--- config.mk ---
export PLATFORM = sky130hd
export DESIGN_NAME = fetch_stage
export DESIGN_NICKNAME = d
export VERILOG_FILES = /design/src/rtl/fetch_stage.sv
export SDC_FILE = /design/constraint.sdc
export NUM_CORES = 1
export LEC_CHECK = 0
export ABC_AREA = 1
export CORE_UTILIZATION = 44
export DETAILED_ROUTE_END_ITERATION = 10
export HOLD_SLACK_MARGIN = 0.05
export PLACE_DENSITY = 0.85
export SLEW_MARGIN = 10
export SYNTH_ARGS = -nofsm -noshare
export SYNTH_HDL_FRONTEND = slang
export SYNTH_SLANG_ARGS = --single-unit
--- constraint.sdc ---
create_clock -name clk -period 2.62 [get_ports clk]
set_input_delay 0.262 -clock clk [delete_from_list [all_inputs] [get_ports clk]]
set_output_delay 0.262 -clock clk [all_outputs]
set_load 0.05 [all_outputs]
--- src/rtl/fetch_stage.sv ---
// Instruction fetch stage: reads one word per PC value, holds it for the decode
// stage, and tells the upstream PC to advance or jump when the word is accepted.
module fetch_stage #(
  parameter int ADDR_W  = 12,
  parameter int WORD_W  = 15,
  parameter int TIMEOUT = 15
) (
  input  logic              clk,
  input  logic              rst_n,
  input  logic [ADDR_W-1:0] pc_addr,
  output logic              pc_enable,
  output logic              jump_select,
  output logic [ADDR_W-1:0] jump_addr,
  output logic              mem_req,
  output logic [ADDR_W-1:0] mem_addr,
  input  logic              mem_ack,
  input  logic [WORD_W-1:0] mem_rdata,
  output logic              instr_valid,
  input  logic              instr_ready,
  output logic [2:0]        instr_opcode,
  output logic [ADDR_W-1:0] instr_operand,
  output logic              fetch_err,
  output logic [15:0]       retired
);

  localparam logic [1:0] S_IDLE  = 2'd0;
  localparam logic [1:0] S_FETCH = 2'd1;
  localparam logic [1:0] S_HOLD  = 2'd2;
  localparam logic [1:0] S_ERROR = 2'd3;

  localparam logic [3:0] WAIT_LAST = 4'(TIMEOUT - 1);
  localparam logic [2:0] OP_TC     = 3'b000;

  logic [1:0]        state_q, state_d;
  logic [3:0]        wait_q, wait_d;
  logic [2:0]        opcode_q, opcode_d;
  logic [ADDR_W-1:0] operand_q, operand_d;
  logic [15:0]       retired_q, retired_d;
  logic              transfer;

  // Handshake: a word moves to decode in exactly the cycles where instr_valid and
  // instr_ready are both high; instr_valid never drops before that, and
  // instr_ready on its own has no effect.
  assign transfer = (state_q == S_HOLD) && instr_ready;

  always_comb begin
    state_d   = state_q;
    wait_d    = wait_q;
    opcode_d  = opcode_q;
    operand_d = operand_q;
    retired_d = retired_q;
    case (state_q)
      S_IDLE: begin
        state_d = S_FETCH;
        wait_d  = 4'd0;
      end
      S_FETCH: begin
        if (mem_ack) begin
          opcode_d  = mem_rdata[14:12];
          operand_d = mem_rdata[11:0];
          state_d   = S_HOLD;
        end else if (wait_q == WAIT_LAST) begin
          state_d = S_ERROR;
        end else begin
          wait_d = wait_q + 4'd1;
        end
      end
      S_HOLD: begin
        if (transfer) begin
          state_d   = S_FETCH;
          wait_d    = 4'd0;
          retired_d = retired_q + 16'd1;
        end
      end
      S_ERROR: state_d = S_ERROR;
      default: state_d = S_IDLE;
    endcase
  end

  always_ff @(posedge clk or negedge rst_n) begin
    if (!rst_n) begin
      state_q   <= S_IDLE;
      wait_q    <= 4'd0;
      opcode_q  <= 3'd0;
      operand_q <= '0;
      retired_q <= 16'd0;
    end else begin
      state_q   <= state_d;
      wait_q    <= wait_d;
      opcode_q  <= opcode_d;
      operand_q <= operand_d;
      retired_q <= retired_d;
    end
  end

  // PC is held during FETCH, so the address can pass straight through.
  assign mem_req       = (state_q == S_FETCH);
  assign mem_addr      = mem_req ? pc_addr : '0;
  assign instr_valid   = (state_q == S_HOLD);
  assign instr_opcode  = opcode_q;
  assign instr_operand = operand_q;
  assign pc_enable     = transfer;
  assign jump_select   = transfer && (opcode_q == OP_TC);
  assign jump_addr     = jump_select ? operand_q : '0;
  assign fetch_err     = (state_q == S_ERROR);
  assign retired       = retired_q;

endmodule

* After elaboration in Yosys (flattened, before gate mapping)
Cells that the tools add are included.
** Storage, ports and cells
- Word-level logic and storage cells :: 34
- Input bits :: 31
- Register bits :: 37
** Cells by class
- Mux-type cells :: 10
- Reduce and logical (&&, ||, !) cells :: 9
- $add $sub $neg :: 2
- Eq/ne operators :: 8
** Operator list (count)
- $mux 12 :: 2
- $add 16x1->16 const B :: 1
- $mux 4 :: 3
- $pmux 4 s3 :: 1
- $pmux 2 s4 :: 1
- $mux 2 :: 3
- $reduce_and 2->1 :: 3
- $add 4x1->4 const B :: 1
- $eq 2x2->1 const B :: 2
- $eq 4x4->1 const B :: 1
- $ne 2x2->1 const B :: 2
- $reduce_and 4->1 :: 1
- $logic_not 3->1 :: 1
- $ne 3x1->1 const B :: 1
- $reduce_bool 3->1 :: 1
- $eq 2x1->1 const B :: 1
- $logic_and 1x1->1 :: 2
- $logic_not 2->1 :: 1
- $ne 2x1->1 const B :: 1

* Depth between registers and ports, before layout
- Depth in word-level cells :: 4
- Gate-level depth with buffers :: 8
- Depth with buffers taken out :: 8

* Worst setup path before layout
Ideal clock, no wire load.
- Kind :: reg-to-output
- From :: register opcode_q[2] (netlist: instr_opcode[2])
- To :: output port jump_addr[10]
- Path slack :: -0.021 ns
- Required time :: 2.358 ns
- Arrival :: 2.379 ns
- Cell stages (with the launch flop) :: 7
- Buffers on the path :: 1
- Cells stage by stage :: dfrtp_1 -> inv_1 -> nand3_1 -> nor2_1 -> inv_2 -> buf_6 -> nor2_1
** On the way
- Cells in the longest elaborated chain, start to end :: 3
** Ends and longest elaborated chain
- start, declared :: RTL line 36 : logic [2:0] opcode_q, opcode_d;
- start signal, assigned :: RTL line 90 : opcode_q <= opcode_d;
- $logic_not 3->1 :: RTL line 103 : assign jump_select = transfer && (opcode_q == OP_TC);
- $logic_and 1x1->1 :: RTL line 103
- net jump_select :: RTL line 12 : output logic jump_select,
- $mux 12 :: RTL line 104 : assign jump_addr = jump_select ? operand_q : '0;
- end, declared :: RTL line 13 : output logic [ADDR_W-1:0] jump_addr,
The timed path passes the listed nets, and every way through them passes these cells.

* Final worst setup path
- From :: register state_q[1]
- To :: output port mem_addr[0]
** On the way
- Cells in the longest elaborated chain, start to end :: 2
** Ends and longest elaborated chain
- start, declared :: RTL line 34 : logic [1:0] state_q, state_d;
- start signal, assigned :: RTL line 88 : state_q <= state_d;
- $eq 2x1->1 :: RTL line 97 : assign mem_req = (state_q == S_FETCH);
- $mux 12 :: RTL line 98 : assign mem_addr = mem_req ? pc_addr : '0;
- end, declared :: RTL line 15 : output logic [ADDR_W-1:0] mem_addr,
Every way passes these cells.

==> results.json <==
{
  "path_class": "register to primary output",
  "netlist.area_leader.share": 0.488,
  "clock-root-buffer": "clkbuf_8",
  "powerDensity_nw_per_um2": 961,
  "core_sq_um": 4060,
  "clkSinkCount": 37,
  "worst_slack_ns": 0.406,
  "r2r_cells": 6,
  "clock_power_share": 0.156,
  "place_congestion": 0.763,
  "critical-path-slowest-cell": "clkdlybuf4s50_1",
  "yosys-top-cells-area": "dfrtp_1 49%, nor2_1 10%, inv_1 8.1%",
  "syn_to_final_growth_pct": 51.7,
  "combPwrFrac": 0.537,
  "nets": 362,
  "pwr-share-seq": 0.306,
  "die_y_um": 67.7,
  "fin_crit_ns": 2.21,
  "postCtsResizedCells": 0,
  "yosysMostFrequentCell": "nor2_1",
  "cp-start-kind": "register",
  "register_area_sq_um": 926,
  "layoutNonFillerInstCount": 379,
  "grt_usage": 0.207,
  "p_leak_nw": 1.43,
  "yosysUniqueCellTypes": 23,
  "dp_cells": 371,
  "synthFlopType": "dfrtp_1",
  "h-tree-depth": 2,
  "worst_pin_slew_ns": 0.802,
  "clkSlewWorstSetupHoldPaths_ns": 0.07,
  "hold_viol": 0,
  "wl_per_cell_um": 11.5,
  "initialDrtViolationCount": 117,
  "sw_frac_of_total": 0.480,
  "cts_tree": "done",
  "netlist_area_sq_um": 1900,
  "crit_chain": "inv_1, nand2_2, nor2_1, clkdlybuf4s50_1",
  "vias_per_cell": 4.65,
  "end_kind": "primary output",
  "syn_nets": 270,
  "status": "completed",
  "r2r_setup_slack_ns": 1.02,
  "grt_max_degree": 38,
  "maxCapViolCount": 0,
  "die_width_um": 67.7,
  "drive_gt1_frac": 0.112,
  "p_switching_w": 0.00133,
  "clock_skew_ns": 0.00413,
  "relSlewSlack": 0.465,
  "pre_cts_ws_ns": 0.426,
  "vias": 1762,
  "clockBufferDepth": 2,
  "floorplan.initialDensity": 0.468,
  "grt_pass1_vias": 1620,
  "grt_overflow": 0,
  "fmax_mhz": 452,
  "fill_cells": 342,
  "multiInputGateArea_sq_um": 757,
  "synth_area_leader_cell": "dfrtp_1",
  "hold_class": "primary input to asynchronous set/reset pin",
  "numCtsBuffers": 5,
  "synth_edf_count": 0,
  "post_cts_buffers": 0,
  "ys_ff_latch": 37,
  "cp_max_fo": 14,
  "drv_slew": 0,
  "drc": 0,
  "port_buffers": 90,
  "row_count": 23,
  "die-area_sq_um": 4580,
  "critical_path_arrival_ns": 1.95,
  "fin_crit_sh": 0.845,
  "max-vdd-ir-drop_mv": 0.518,
  "hold_buffers": 0,
  "ys_seq_area_frac": 0.488,
  "setup_violations": 0,
  "async_flop_share": 1.00,
  "ant_nets": 0,
  "syn_inst": 236,
  "clk_latency_ns": 0.29,
  "dpl.hpwl_mm": 3.24,
  "grt_pass1_wl_mm": 7.02,
  "drt_first_pass_iters": 5,
  "crit_required_ns": 2.36,
  "tns_ns": 0,
  "n_antenna_cell": 0,
  "p_int_w": 0.00144,
  "r2r_end": "instr_opcode[1]",
  "cp_slowest_stage_delay_ns": 0.81,
  "io_pins": 91,
  "rsz0062_at_grt": "false",
  "antenna_found_initial": 0,
  "rr_startpoint": "state_q[1]",
  "avgSynthCellArea_sq_um": 8.04,
  "yosys_warnings": 0,
  "synth_common_cells": "53 x nor2_1, 41 x inv_1, 37 x dfrtp_1",
  "routed_wirelength_mm": 4.35
}
[per-stage QoR]
| stage | cell area, sq um | hold slack, ns | util | total power (W) |
|---|---|---|---|---|
| after floorplan | 1900 | -0.0336 | - | 0.00186 |
| after global placement | 2780 | 0.400 | 0.685 | 0.00233 |
| after detailed placement | 2780 | 0.401 | 0.685 | 0.00235 |
| after CTS | 2880 | 0.0911 | 0.710 | 0.00279 |
| after global routing | 2880 | 0.123 | 0.710 | 0.00293 |
| final | 2880 | 0.0589 | 0.710 | 0.00277 |
[layout make-up]
type	instances	share of cell area
Clock buffer	7	0.0335
Clock inverter	1	0.00174
Inverter	45	0.0587
Multi-Input combinational cell	149	0.263
Sequential cell	37	0.322
Tap cell	50	0.0217
Timing Repair Buffer	90	0.300
[worst max-delay path, delay by kind of cell (launching register included)]
family        cells  cell delay [ns]
buf+inv           2             0.93
flops             1             0.43
simple gates      2             0.31
[kinds of logic after synthesis]
family | share of synthesized area
AO/OA/AOI/OAI | 0.0600
XOR/XNOR | 0.0508
adder cells (fa/ha/maj) | 0.0198
buffers and inverters | 0.115
flip-flops | 0.488
AND/OR/NAND/NOR | 0.267
[registers in the layout, summed over array words and instances (netlist names)]
signal         flops
instr_opcode       3
instr_operand     12
retired           16
state_q            2
wait_q             4
[layout by cell type, fill, tap and decap left out, drive strengths merged]
cell type and instances:
a21oi 16, buf 14, clkbuf 7, clkdlybuf4s50 76
clkinv 1, dfrtp 37, ha 3, inv 45
nand2 39, nand3 10, nand3b 2, nand4 3
nor2 56, nor3 2, o21ai 6, or2 1
xnor2 7, xor2 4
[per-layer routing]
metal,vias up,share of wire,wire length (um),global-route usage
li1,890,-,-,-
met1,797,0.43,1860,0.237
met2,71,0.49,2110,0.363
met3,4,0.078,340,0.0642
met4,0,0.0096,42,0.0665
met5,-,0,0,0
[worst max-delay path by stage]
stage                     cells past startpoint            start       endpoint
after floorplan                               6  instr_opcode[2]  jump_addr[10]
after global placement                        4      instr_ready      pc_enable
after detailed placement                      4      instr_ready      pc_enable
after CTS                                     4       state_q[1]    mem_addr[0]
after global routing                          4       state_q[1]    mem_addr[7]
final                                         4       state_q[1]    mem_addr[0]
[power by group through the flow]
stage | logic [W] | clock network, W | registers [W]
after floorplan | 0.000554 | 0 | 0.00130
after global placement | 0.00148 | 0 | 0.000849
after detailed placement | 0.00150 | 0 | 0.000857
after CTS | 0.00150 | 0.000442 | 0.000848
after global routing | 0.00158 | 0.000470 | 0.000873
final | 0.00149 | 0.000432 | 0.000848
Power figures use the tool's default switching activity.
